**src/rtl/mmio_bridge.sv**
```systemverilog
// mmio_bridge: memory-stage load/store bridge. Serves an internal output
// register in zero wait states and forwards other mapped accesses to one of
// NSLOT external bus slots, stalling the pipeline until the slot acks or the
// access times out.
module mmio_bridge #(
    parameter int          NSLOT   = 4,
    parameter logic [15:0] BASE_HI = 16'h1001,
    parameter logic [15:0] GPIO_HI = 16'h0008,
    parameter int          GPIO_W  = 8,
    parameter int          TIMEOUT = 15
) (
    input  logic                 clk,
    input  logic                 rst,
    input  logic                 req_valid,
    input  logic                 req_we,
    input  logic [2:0]           req_len,
    input  logic                 req_sext,
    input  logic [31:0]          req_addr,
    input  logic [31:0]          req_wdata,
    output logic                 stall,
    output logic [31:0]          rdata,
    output logic                 rdata_valid,
    output logic                 err,
    output logic [NSLOT-1:0]     bus_sel,
    output logic                 bus_we,
    output logic [3:0]           bus_be,
    output logic [15:0]          bus_addr,
    output logic [31:0]          bus_wdata,
    input  logic [NSLOT*32-1:0]  bus_rdata,
    input  logic [NSLOT-1:0]     bus_ack,
    output logic [GPIO_W-1:0]    gpio_out
);

    typedef enum logic [1:0] {
        IDLE = 2'd0,
        BUSY = 2'd1,
        DONE = 2'd2
    } state_t;

    localparam logic [2:0] LEN_B = 3'b001;
    localparam logic [2:0] LEN_H = 3'b010;
    localparam logic [2:0] LEN_W = 3'b100;
    // Last BUSY cycle index; BUSY lasts at most TIMEOUT cycles.
    localparam logic [7:0] TO_LAST = 8'(TIMEOUT - 1);

    state_t              state_reg, state_next;
    logic [NSLOT-1:0]    sel_reg, sel_next;
    logic                we_reg, we_next;
    logic [3:0]          be_reg, be_next;
    logic [15:0]         addr_reg, addr_next;
    logic [31:0]         wdata_reg, wdata_next;
    logic [2:0]          len_reg, len_next;
    logic                sext_reg, sext_next;
    logic [7:0]          cnt_reg, cnt_next;
    logic [31:0]         rdata_reg, rdata_next;
    logic                err_reg, err_next;
    logic [GPIO_W-1:0]   gpio_reg, gpio_next;

    logic [NSLOT-1:0]    slot_hit;
    logic [31:0]         slot_word [NSLOT];
    logic [31:0]         sel_word;
    logic                ack_hit;
    logic [31:0]         gpio_ext;
    logic                is_gpio;
    logic                len_ok;
    logic                misaligned;
    logic                bad_req;

    // Byte enables for the addressed lane(s).
    function automatic logic [3:0] lane_be(input logic [2:0] len, input logic [1:0] a);
        logic [3:0] be;
        case (len)
            LEN_B:   be = 4'b0001 << a;
            LEN_H:   be = a[1] ? 4'b1100 : 4'b0011;
            default: be = 4'b1111;
        endcase
        return be;
    endfunction

    // Store data replicated onto every lane so a slot can pick any lane.
    function automatic logic [31:0] lane_wdata(input logic [2:0] len, input logic [31:0] d);
        logic [31:0] w;
        case (len)
            LEN_B:   w = {4{d[7:0]}};
            LEN_H:   w = {2{d[15:0]}};
            default: w = d;
        endcase
        return w;
    endfunction

    // Shift the addressed lane down to bit 0 and zero/sign extend it.
    function automatic logic [31:0] fmt_load(input logic [31:0] w, input logic [2:0] len,
                                             input logic [1:0] a, input logic sext);
        logic [31:0] r;
        logic [7:0]  b;
        logic [15:0] h;
        b = w[{a, 3'b000} +: 8];
        h = a[1] ? w[31:16] : w[15:0];
        case (len)
            LEN_B:   r = sext ? {{24{b[7]}}, b} : {24'h0, b};
            LEN_H:   r = sext ? {{16{h[15]}}, h} : {16'h0, h};
            default: r = w;
        endcase
        return r;
    endfunction

    // Per-slot address decode and read-word masking by the latched select.
    generate
        for (genvar gi = 0; gi < NSLOT; gi++) begin : g_slot
            localparam logic [15:0] SLOT_HI = BASE_HI + 16'(gi);
            assign slot_hit[gi]  = (req_addr[31:16] == SLOT_HI);
            assign slot_word[gi] = sel_reg[gi] ? bus_rdata[32*gi +: 32] : 32'h0;
        end
    endgenerate

    // OR-combine masked slot words; at most one is non-zero.
    always_comb begin
        sel_word = 32'h0;
        for (int i = 0; i < NSLOT; i++) begin
            sel_word = sel_word | slot_word[i];
        end
    end

    assign ack_hit = |(bus_ack & sel_reg);

    // Zero-extended view of the output register for loads.
    always_comb begin
        gpio_ext = 32'h0;
        gpio_ext[GPIO_W-1:0] = gpio_reg;
    end

    // Request classification.
    always_comb begin
        is_gpio    = (req_addr[31:16] == GPIO_HI);
        len_ok     = (req_len == LEN_B) || (req_len == LEN_H) || (req_len == LEN_W);
        misaligned = ((req_len == LEN_H) && req_addr[0]) ||
                     ((req_len == LEN_W) && (req_addr[1:0] != 2'b00));
        bad_req    = !len_ok || misaligned || (!is_gpio && !(|slot_hit));
    end

    // State and datapath registers.
    always_ff @(posedge clk) begin
        if (rst) begin
            state_reg <= IDLE;
            sel_reg   <= '0;
            we_reg    <= 1'b0;
            be_reg    <= 4'h0;
            addr_reg  <= 16'h0;
            wdata_reg <= 32'h0;
            len_reg   <= 3'h0;
            sext_reg  <= 1'b0;
            cnt_reg   <= 8'h0;
            rdata_reg <= 32'h0;
            err_reg   <= 1'b0;
            gpio_reg  <= '0;
        end else begin
            state_reg <= state_next;
            sel_reg   <= sel_next;
            we_reg    <= we_next;
            be_reg    <= be_next;
            addr_reg  <= addr_next;
            wdata_reg <= wdata_next;
            len_reg   <= len_next;
            sext_reg  <= sext_next;
            cnt_reg   <= cnt_next;
            rdata_reg <= rdata_next;
            err_reg   <= err_next;
            gpio_reg  <= gpio_next;
        end
    end

    // Next-state and pipeline-facing outputs; everything is quiet during reset.
    always_comb begin
        state_next  = state_reg;
        sel_next    = sel_reg;
        we_next     = we_reg;
        be_next     = be_reg;
        addr_next   = addr_reg;
        wdata_next  = wdata_reg;
        len_next    = len_reg;
        sext_next   = sext_reg;
        cnt_next    = cnt_reg;
        rdata_next  = rdata_reg;
        err_next    = err_reg;
        gpio_next   = gpio_reg;
        stall       = 1'b0;
        rdata       = 32'h0;
        rdata_valid = 1'b0;
        err         = 1'b0;
        if (!rst) begin
            case (state_reg)
                IDLE: begin
                    if (req_valid) begin
                        if (bad_req) begin
                            err         = 1'b1;
                            rdata_valid = 1'b1;
                        end else if (is_gpio) begin
                            rdata_valid = 1'b1;
                            if (req_we) begin
                                gpio_next = req_wdata[GPIO_W-1:0];
                            end else begin
                                rdata = gpio_ext;
                            end
                        end else begin
                            stall      = 1'b1;
                            sel_next   = slot_hit;
                            we_next    = req_we;
                            be_next    = lane_be(req_len, req_addr[1:0]);
                            addr_next  = req_addr[15:0];
                            wdata_next = lane_wdata(req_len, req_wdata);
                            len_next   = req_len;
                            sext_next  = req_sext;
                            cnt_next   = 8'h0;
                            state_next = BUSY;
                        end
                    end
                end
                BUSY: begin
                    stall = 1'b1;
                    if (ack_hit) begin
                        rdata_next = we_reg ? 32'h0
                                            : fmt_load(sel_word, len_reg, addr_reg[1:0], sext_reg);
                        err_next   = 1'b0;
                        state_next = DONE;
                    end else if (cnt_reg == TO_LAST) begin
                        rdata_next = 32'h0;
                        err_next   = 1'b1;
                        state_next = DONE;
                    end else begin
                        cnt_next = cnt_reg + 8'h1;
                    end
                end
                DONE: begin
                    rdata_valid = 1'b1;
                    rdata       = rdata_reg;
                    err         = err_reg;
                    state_next  = IDLE;
                end
                default: begin
                    state_next = IDLE;
                end
            endcase
        end
    end

    assign bus_sel   = (state_reg == BUSY) ? sel_reg : '0;
    assign bus_we    = (state_reg == BUSY) ? we_reg  : 1'b0;
    assign bus_be    = (state_reg == BUSY) ? be_reg  : 4'h0;
    assign bus_addr  = addr_reg;
    assign bus_wdata = wdata_reg;
    assign gpio_out  = gpio_reg;

endmodule
```
**config.mk**
```make
export PLATFORM = sky130hd
export DESIGN_NAME = mmio_bridge
export DESIGN_NICKNAME = d
export VERILOG_FILES = /design/src/rtl/mmio_bridge.sv
export SDC_FILE = /design/constraint.sdc
export NUM_CORES = 1
export LEC_CHECK = 0
export CAP_MARGIN = 10
export CORE_MARGIN = 5
export CORE_UTILIZATION = 45
export DETAILED_ROUTE_END_ITERATION = 7
export PLACE_DENSITY = 0.88
export SLEW_MARGIN = 20
export SYNTH_ARGS = -nofsm -noshare
export SYNTH_HDL_FRONTEND = slang
export SYNTH_SLANG_ARGS = --single-unit
```
**constraint.sdc**
```tcl
create_clock -name clk -period 11.8 [get_ports clk]
set_clock_uncertainty 0.2 [all_clocks]
set_input_delay 3.54 -clock clk [delete_from_list [all_inputs] [get_ports clk]]
set_output_delay 3.54 -clock clk [all_outputs]
set_load 0.01 [all_outputs]
```
==> results of run 1 <==
[layout by cell type, fill, tap and decap left out, types with 3 or more instances in the layout]
master,instances
a22o_1,32
nor2b_1,5
o21ai_0,19
nand3_1,9
clkdlybuf4s50_1,302
nand4_1,5
a211oi_1,22
o21ai_1,4
nor3b_1,18
dfxtp_1,112
clkbuf_16,9
nand2_1,124
buf_4,12
nand2b_1,13
a21oi_1,58
a21o_1,8
a31oi_1,11
o22ai_1,7
a221oi_1,22
xor2_1,6
nor3_1,14
o211ai_1,6
nor4_1,4
and2_1,13
clkinv_4,3
and3_1,3
mux2i_1,31
a32o_1,18
nor2_1,91
nand3b_1,3
a221o_1,7
inv_1,9
a22oi_1,22
o2111ai_1,6
[stage by stage]
stage	instances	hold slack, ps	setup WS (ps)
after floorplan	795	258	2990
after global placement	1218	241	1180
after detailed placement	1218	247	1080
after CTS	1234	256	1070
after global routing	1234	271	827
final	1234	254	1050
[cells in the mapped netlist (9+ instances only)]
master	n	area (µm²)
a211oi_1	22	165
a21oi_1	58	290
a221oi_1	22	193
a22o_1	32	280
a22oi_1	22	165
a31oi_1	11	68.8
a32o_1	18	180
and2_1	14	87.6
buf_2	16	80.1
clkbuf_1	46	173
dfxtp_1	112	2240
inv_1	9	33.8
mux2i_1	31	310
nand2_1	124	465
nand2b_1	13	81.3
nand3_1	9	45.0
nor2_1	91	342
nor3_1	14	70.1
nor3b_1	18	135
o21ai_0	19	95.1
[logic make-up (layout without fill, tap and decap cells)]
family | after synthesis | in the layout | share of synthesized area [%]
AO/OA/AOI/OAI | 252 | 252 | 29.4
XOR/XNOR | 8 | 8 | 1.12
adder cells (fa/ha/maj) | 2 | 2 | 0.399
buffers and inverters | 80 | 339 | 5.58
flip-flops | 112 | 112 | 35.7
multiplexers | 31 | 31 | 4.94
AND/OR/NAND/NOR | 310 | 310 | 22.8
[power by group]
group / switching [mW] / internal [mW]
logic: 0.0371 / 0.0688
clock network: 0.155 / 0.150
registers: 0.00000149 / 0.377
total: 0.192 / 0.597
[worst max-delay path by stage]
stage	start	end	cells after the start
global placement	req_len[0]	rdata[7]	9
CTS	req_len[0]	rdata[1]	9
floorplan	req_len[1]	rdata[0]	7
detailed placement	req_len[0]	rdata[1]	9
finish	req_len[0]	rdata[1]	9
global route	req_len[0]	rdata[4]	9
[worst reg2reg max path: stages (launching register included)]
cell      delay (ps)
dfxtp_1          300
buf_4            240
a22o_1           260
a221oi_1         660
and2_1           290
nand2b_1         880
nand2_1          150
a31oi_1          200
[per-layer routing]
layer / global-route usage (%) / routed length (µm)
met1: 35.1 / 9720
met2: 45.9 / 11500
met3: 8.63 / 2420
met4: 12.0 / 876
met5: 0 / 13
[area by class of cell]
cell class | instances | share of cell area (%)
multi-input cells | 603 | 38.5
repair buffers | 314 | 32.4
flip-flops and latches | 112 | 23.3
clock buffers | 9 | 2.34
well taps | 180 | 2.34
clock inverters | 7 | 0.768
inverters | 9 | 0.352
==> flow_summary.ini, run 1 <==
[worst_setup_path]
arrival_ps = 7010
cp.required_ps = 8060
crit_top_cell = clkdlybuf4s50_1
critPathCaptureType = output port
cp_max_fo = 22
slowest_stage = nor4_4
path_delay_family = simple AND/OR/NAND/NOR gates
worst-setup-path-type = input port to output port
reg2reg_slack_ps = 8550
crit_chain = clkdlybuf4s50_1 -> buf_4 -> nor2b_1 -> nand2b_1 -> a2111oi_4 -> nand2_1 -> nor4_4 -> a22o_1 -> clkdlybuf4s50_1
timing.rr.end = rdata_reg[4]
r2r_cells = 7
slowest_delay_ps = 600
r2r_start = sel_reg[0]
crit_buf_inv = 3
critPathLaunchType = input port

[global_route]
antenna_found_initial = 1
track_usage_pct = 28.4
grt-ovfl-total = 0
grt_pass1_wl_um = 36900
grt_max_degree = 66
grt_pass1_vias = 6899

[placed_design]
hpwl_um = 18500
placed_area_um2 = 9310
place_congestion = 0.909
io_buffers = 303

[power_and_ir_drop]
power_density_nw_per_um2 = 82.1
ir_drop_uv = 62.2
power_mw = 0.789
p_leak_nw = 3.36

[worst_hold_path]
worstHoldStart = bus_addr[11]
whs_endpoint = bus_addr[11]
hold_path_class = register to register
whs_path_depth = 2

[floorplan]
dieArea_um2 = 16400
die_x_um = 128
pin_count = 304
row_count = 43
start_util_pct = 45.6
core_um2 = 13800
die-height_um = 128

[clocking]
cts_root_buf = clkbuf_16
cts_hold_buf = 0
cts_inserted_buffers = 9
postCtsSetupBuffers = 0
clkSlewWorstSetupHoldPaths_ps = 70
clock_sinks = 112
clk_latency_ps = 350
post_cts_resized = 0
htree_levels = 3
clockBufferDepth = 2
cts_tree = yes

[finish]
drive_gt1_share_pct = 3.70
register_area_um2 = 2240
fin_nets = 1255
multi_input_area_um2 = 3690
finish.utilization_pct = 69.8
synthToLayoutAreaGrowth_pct = 53.1
fillers = 1125
final_cell_area_um2 = 9610
n_antenna_cell = 0

[timing]
tightestPinTransition_ps = 1120
fmax_ghz = 0.0930
hold_viol_final = 0
max-slew-margin-rel_pct = 25.3
rsz0062_at_grt = no
post-route-min-period_ps = 10750
slew_violations = 0
tns_ps = 0
setup_viol = 0
fin_crit_sh_pct = 91.1

[logic_synthesis]
ys_warn_count = 0
synth_edf_count = 0
synth-main-ff-cell = dfxtp_1
syn_area_um2 = 6280
synth_fp_nets = 1001
avgSynthCellArea_um2 = 7.90
yosysSeqAreaShare_pct = 35.7
syn_inst = 795
ys_ff_latch = 112
synth.distinct_cells = 52
ys_async_sr_fraction_pct = 0

[flow_run]
maxCapViolCount = 0

[outcome]
status = completed

[route]
dr_total_vias = 7236
vias_per_cell = 5.86
routed_wirelength_um = 24500
drtIter0Drc = 579
drcViolationCount = 0
drt-wirelength-per-cell_um = 19.8
drt_first_pass_iters = 4
ant_nets = 0
Note: power is estimated with default switching activity, not from simulation.
==> inputs of run 2 (changes only) <==
--- a/config.mk
+++ b/config.mk
@@ -10,7 +10,6 @@
 export CORE_UTILIZATION = 45
 export DETAILED_ROUTE_END_ITERATION = 7
 export PLACE_DENSITY = 0.88
-export SLEW_MARGIN = 20
 export SYNTH_ARGS = -nofsm -noshare
 export SYNTH_HDL_FRONTEND = slang
 export SYNTH_SLANG_ARGS = --single-unit
==> flow_summary.ini, run 2 (same netlist as run 1, synthesis figures left out) <==
[outcome]
status = completed

[finish]
fillers = 1137
final_cells = 1234
register_area_um2 = 2240
n_antenna_cell = 0
drive_gt1_share_pct = 3.70
multi_input_area_um2 = 3690
fin_nets = 1255
final_common_cell = clkdlybuf4s50_1
finish.utilization_pct = 69.6
mostFrequentLayoutCells = clkdlybuf4s50_1, nand2_1, dfxtp_1, nor2_1, a21oi_1
final_cell_area_um2 = 9590
synthToLayoutAreaGrowth_pct = 52.7

[worst_setup_path]
reg2reg_slack_ps = 8520
timing.rr.end = rdata_reg[4]
critPathLaunchType = input port
crit_path_start = req_len[0]
crit_end = rdata[1]
critPathCaptureType = output port
cp_max_fo = 22
arrival_ps = 7050
r2r_cells = 7
cp.required_ps = 8060
worst-setup-path-type = input port to output port
r2r_start = sel_reg[0]

[route]
drt-wirelength-per-cell_um = 19.9
drt_first_pass_iters = 5
ant_nets = 0
drcViolationCount = 0
vias_per_cell = 5.87
drtIter0Drc = 553
dr_total_vias = 7248
routed_wirelength_um = 24500

[timing]
tns_ps = 0
post-route-min-period_ps = 10790
fmax_ghz = 0.0927
max-slew-margin-rel_pct = 12.2
setup_viol = 0
slew_violations = 0
hold-worst-slack_ps = 259
worst_slack_ps = 1010
hold_viol_final = 0
rsz0062_at_grt = no
tightestPinTransition_ps = 1310
fin_crit_sh_pct = 91.4

[clocking]
cts_hold_buf = 0
clock_sinks = 112
cts_inserted_buffers = 9
postCtsSetupBuffers = 0
cts_root_buf = clkbuf_16
htree_levels = 3
cts_tree = yes
clkSlewWorstSetupHoldPaths_ps = 80
clk_latency_ps = 350
post_cts_resized = 0
clockBufferDepth = 2

[global_route]
antenna_found_initial = 1
grt-ovfl-total = 0
grt_pass1_wl_um = 36700
grt_pass1_vias = 6849
track_usage_pct = 28.2
grt_max_degree = 66

[worst_hold_path]
hold_path_class = register to register

[floorplan]
row_count = 43
start_util_pct = 45.6
pin_count = 304
die_x_um = 128
dieArea_um2 = 16400
die-height_um = 128
core_um2 = 13800

[placed_design]
dp.cells = 1218
hpwl_um = 18400
place_ws_ps = 1070
io_buffers = 303
placed_area_um2 = 9300
place_congestion = 0.909

[power_and_ir_drop]
power_mw = 0.784
p_leak_nw = 3.35
ir_drop_uv = 80.1
power_density_nw_per_um2 = 81.7

[flow_run]
maxCapViolCount = 0
-- run 2: cell count changes in the layout (fill, tap and decap cells not counted), sizes merged --
cell / before / now
inv: 12 / 13
clkinv: 4 / 2
clkinvlp: 0 / 1
-- run 2: routing by layer --
| metal | up-vias | wire length (µm) | track usage [%] |
|---|---|---|---|
| li1 | 3441 | - | - |
| met3 | 48 | 2430 | 8.75 |
| met2 | 337 | 11600 | 46.4 |
| met1 | 3420 | 9700 | 34.2 |
| met4 | 2 | 768 | 11.6 |
| met5 | - | 13 | 0 |
-- run 2: worst min path at each step --
stage	start	endpoint	cells after the start
after floorplan	rdata_reg[0]	rdata_reg[0]	2
after global placement	bus_wdata[2]	bus_wdata[2]	2
after detailed placement	bus_wdata[24]	bus_wdata[24]	2
after CTS	bus_addr[14]	bus_addr[14]	2
after global routing	bus_addr[12]	bus_addr[12]	2
final	bus_wdata[1]	bus_wdata[1]	2
-- run 2: worst max-delay path: stages --
cell,delay (ps)
clkdlybuf4s50_1,460
buf_4,240
nor2b_1,250
nand2b_1,420
a2111oi_4,590
nand2_1,160
nor4_4,610
a22o_1,230
clkdlybuf4s50_1,560
-- run 2: cell type report --
cell class | instances | share of cell area, %
clock inverter | 7 | 0.640
tap | 180 | 2.35
multi-input combinational | 603 | 38.4
sequential | 112 | 23.4
timing repair buffer | 314 | 32.5
inverter | 9 | 0.352
clock buffer | 9 | 2.35
-- run 2: report_power, final --
part	switching, mW	leakage [nW]	total (mW)	internal [mW]
Clock	0.152	0.140	0.301	0.148
Combinational	0.0369	2.31	0.106	0.0688
Sequential	0.00000149	0.902	0.377	0.377
Total	0.189	3.35	0.784	0.594
==> variant 1, RTL diff (config.mk and constraints of run 2) <==
Make the reset (`rst`) asynchronous in one clocked block.
--- a/src/rtl/mmio_bridge.sv
+++ b/src/rtl/mmio_bridge.sv
@@ -140,5 +140,5 @@
 
     // State and datapath registers.
-    always_ff @(posedge clk) begin
+    always_ff @(posedge clk or posedge rst) begin
         if (rst) begin
             state_reg <= IDLE;
Behaviour: differs if rst is asserted again (counterexample within 4 cycles, from zero or initial values and one cycle with rst high); with rst held inactive, the same outputs for 4 cycles.
==> variant 1 against run 2 <==
- via count is 13% lower
- die area grew 2.2%
- sequential cell count unchanged
- power rose by 2.4%
- design area increased by 3.0%
- area after synthesis increased by 2.4%
- largest power group unchanged
- global-route usage is 0.64 points lower
- cell count is 12% lower
- sequential power rose by 2%
- wire length is 3.7% lower
- worst setup slack improved by 0.72 ns
- critical path depth decreased by 3
- register-to-register slack better by 0.27 ns
==> variant 1: results (changes against run 2) <==
Critical path
  • Worst reg2reg path endpoint: rdata_reg[18]$_DFFE_PP0P_ (was rdata_reg[4]$_SDFFE_PP0P_)
  • CP Launch Point: rst (was req_len[0])
  • Crit-path slowest cell: clkdlybuf4s50_1 (was nor4_4)
  • FF-to-FF setup slack: 8.79 ns (was 8.52 ns)
  • Worst Path Arrival: 6.33 ns (was 7.05 ns)
  • Slowest Stage Delay on Critical Path: 0.69 ns (was 0.61 ns)
  • Critical path depth: 6 (was 9)
  • Cells on worst reg2reg path: 6 (was 7)
  • Worst reg2reg startpoint: sel_reg[0]$_DFFE_PP0P_ (was sel_reg[0]$_SDFFE_PP0P_)

Yosys
  • Post-synthesis cell type count: 65 (was 52)
  • Syn Nets: 836 (was 1001)
  • Largest cells by area after synthesis: dfrtp_1, a22o_1, mux2_2 (was dfxtp_1, nand2_1, nor2_1)
  • Most instantiated cells after synthesis: dfrtp_1, nand2_1, a22o_1 (was nand2_1, dfxtp_1, nor2_1)

Power
  • Internal power: 0.624 mW (was 0.594 mW)
  • Peak VDD IR: 0.0823 mV (was 0.0801 mV)
  • Cell Pwr Density: 81.3 mW/mm² (was 81.7 mW/mm²)
  • Combinational share of power: 0.125 (was 0.135)
  • Flop pwr share: 0.480 (was 0.482)
  • Leakage power: 4.21 nW (was 3.35 nW)

Placement
  • Placed Cells: 1076 (was 1218)
  • GP Congestion: 0.863 (was 0.909)
  • Pre-CTS setup slack: 1.72 ns (was 1.07 ns)
  • Placed instance area: 0.00956 mm² (was 0.00930 mm²)

Drt
  • Drt total wl: 23.6 mm (was 24.5 mm)

STA
  • Tcrit/Tclk final: 0.853 (was 0.914)
  • Min Hold Slack: 0.271 ns (was 0.259 ns)
  • Slew headroom: 0.292 (was 0.122)

Final layout
  • Finished Layout Cells: 1092 (was 1234)
  • Layout cells sized above 1: 0.104 (was 0.0370)
  • Layout fillers: 1040 (was 1137)

GRT
  • Largest net degree at the start of global routing: 85 (was 66)

Min path
  • Min-delay src: be_reg[3]$_DFFE_PP0P_ (was bus_wdata[1]$_SDFFE_PP0P_)
  • WHS Endpoint: be_reg[3]$_DFFE_PP0P_ (was bus_wdata[1]$_SDFFE_PP0P_)

Outcome
  • Status: completed (unchanged)
-- variant 1: logic make-up after synthesis --
| logic type | count (synthesis) | share of synthesized area |
|---|---|---|
| flip-flops | 112 | 0.436 |
| multiplexers | 62 | 0.107 |
| AO/OA/AOI/OAI | 219 | 0.261 |
| adder cells (fa/ha/maj) | 2 | 0.00389 |
| AND/OR/NAND/NOR | 184 | 0.156 |
| buffers and inverters | 51 | 0.0358 |
-- variant 1: cell type report --
| cell class | count | area, µm² | share of cell area |
|---|---|---|---|
| clock inverter | 5 | 65.1 | 0.00659 |
| tap | 180 | 225 | 0.0228 |
| timing repair buffer | 313 | 3110 | 0.315 |
| inverter | 4 | 17.5 | 0.00177 |
| clock buffer | 11 | 243 | 0.0246 |
| sequential | 112 | 2800 | 0.284 |
| multi-input combinational | 467 | 3410 | 0.345 |
-- variant 1: per-layer routing --
layer,track usage,wire length [µm]
met1,0.323,8890
met2,0.487,12000
met3,0.0771,2120
met4,0.0947,583
met5,0,0
==> variant 2, RTL diff (settings of run 2) <==
Without the edit above. `NSLOT`: 4 -> 2.
--- a/src/rtl/mmio_bridge.sv
+++ b/src/rtl/mmio_bridge.sv
@@ -4,5 +4,5 @@
 // access times out.
 module mmio_bridge #(
-    parameter int          NSLOT   = 4,
+    parameter int          NSLOT   = 2,
     parameter logic [15:0] BASE_HI = 16'h1001,
     parameter logic [15:0] GPIO_HI = 16'h0008,
Interface: changed (resized bus_ack, bus_rdata and bus_sel); port bits go from 304 to 236. The function was not compared with the original's and may differ.
==> variant 2 against run 2 <==
- power shrank 1.2%
- design area up 1.0%
- count of clock-buffer cells in the layout up 1
- area after synthesis increased by 13%
- wire length decreased by 2.2%
- clock power rose by 2%
- sequential power fell by 2%
- synthesized cell count rose by 8.8%
- sequential cell count shrank 2
- worst setup slack gained 0.82 ns
- largest power group unchanged
==> variant 2: results (changes against run 2) <==
Critical path
  • Critical Path Sink: rdata[4] (was rdata[1])
  • FF-to-FF setup slack: 8.55 ns (was 8.52 ns)
  • Critical path's top delay family: buffers and inverters (was simple AND/OR/NAND/NOR gates)
  • Crit-path slowest cell: clkdlybuf4s50_1 (was nor4_4)
  • Worst reg2reg path endpoint: rdata_reg[12]$_SDFFE_PP0P_ (was rdata_reg[4]$_SDFFE_PP0P_)
  • CP Launch Point: req_len[2] (was req_len[0])

Final layout
  • Synth-to-Final Area Change: 37.0% (was 52.7%)
  • Final nets: 1178 (was 1255)
  • Finished Layout Cells: 1254 (was 1234)
  • Layout fillers: 1302 (was 1137)

Power
  • Leakage power: 3.35 nW (about the same)
  • Clock power frac: 0.395 (was 0.383)
  • Cell Pwr Density: 79.9 mW/mm² (was 81.7 mW/mm²)
  • Peak VDD IR: 0.0732 mV (was 0.0801 mV)
  • Sequential Power: 0.371 mW (was 0.377 mW)

Yosys
  • Post-synthesis cell type count: 69 (was 52)
  • Largest cells by area after synthesis: dfxtp_1, mux2i_1, nand2_1 (was dfxtp_1, nand2_1, nor2_1)
  • Sequential fraction of the synthesis area: 0.312 (was 0.357)

GRT
  • Met1 Usage GRT: 0.326 (was 0.342)
  • M2 GR Usage: 0.405 (was 0.464)
  • Largest net degree at the start of global routing: 90 (was 66)
  • Vias in the first global route: 6878 (was 6849)
  • Met3 usage: 0.0658 (was 0.0875)
  • First-pass GRT wire length: 36.7 mm (about the same)

Drt
  • Via density: 5.91 (was 5.87)
  • DRT iter0 DRCs: 739 (was 553)
  • Met1 wire length: 9.94 mm (was 9.70 mm)
  • Routed wl met2: 11.5 mm (was 11.6 mm)
  • Max layer used: met4 (was met5)
  • Drt total wl: 24.0 mm (was 24.5 mm)
  • Met3 wire length: 1.92 mm (was 2.43 mm)

Outcome
  • Status: completed (unchanged)

STA
  • Worst slew pin tran: 1.22 ns (was 1.31 ns)
  • Min Hold Slack: 0.259 ns (about the same)
  • Tcrit/Tclk final: 0.845 (was 0.914)

Min path
  • WHS Endpoint: bus_addr[6]$_SDFFE_PP0P_ (was bus_wdata[1]$_SDFFE_PP0P_)
variant 2: final cells by class:
type | count | area share
clock buffer | 10 | 0.0247
sequential | 110 | 0.227
tap | 211 | 0.0273
inverter | 4 | 0.00155
multi-input combinational | 664 | 0.460
clock inverter | 6 | 0.00568
timing repair buffer | 249 | 0.253
variant 2: cell families (layout without fill, tap and decap cells):
kind of cell / after synthesis / count (layout) / share of synthesized area
XOR/XNOR: 8 / 8 / 0.00991
AND/OR/NAND/NOR: 314 / 314 / 0.225
multiplexers: 76 / 76 / 0.116
adder cells (fa/ha/maj): 2 / 2 / 0.00354
flip-flops: 110 / 110 / 0.312
AO/OA/AOI/OAI: 264 / 264 / 0.276
buffers and inverters: 91 / 269 / 0.0582
variant 2: worst register-to-register path, stage by stage (launching register included):
cell and delay (ns):
dfxtp_1 0.31, buf_4 0.38, a22o_1 0.81, and2_1 0.78
and4_1 0.54, a221o_1 0.17
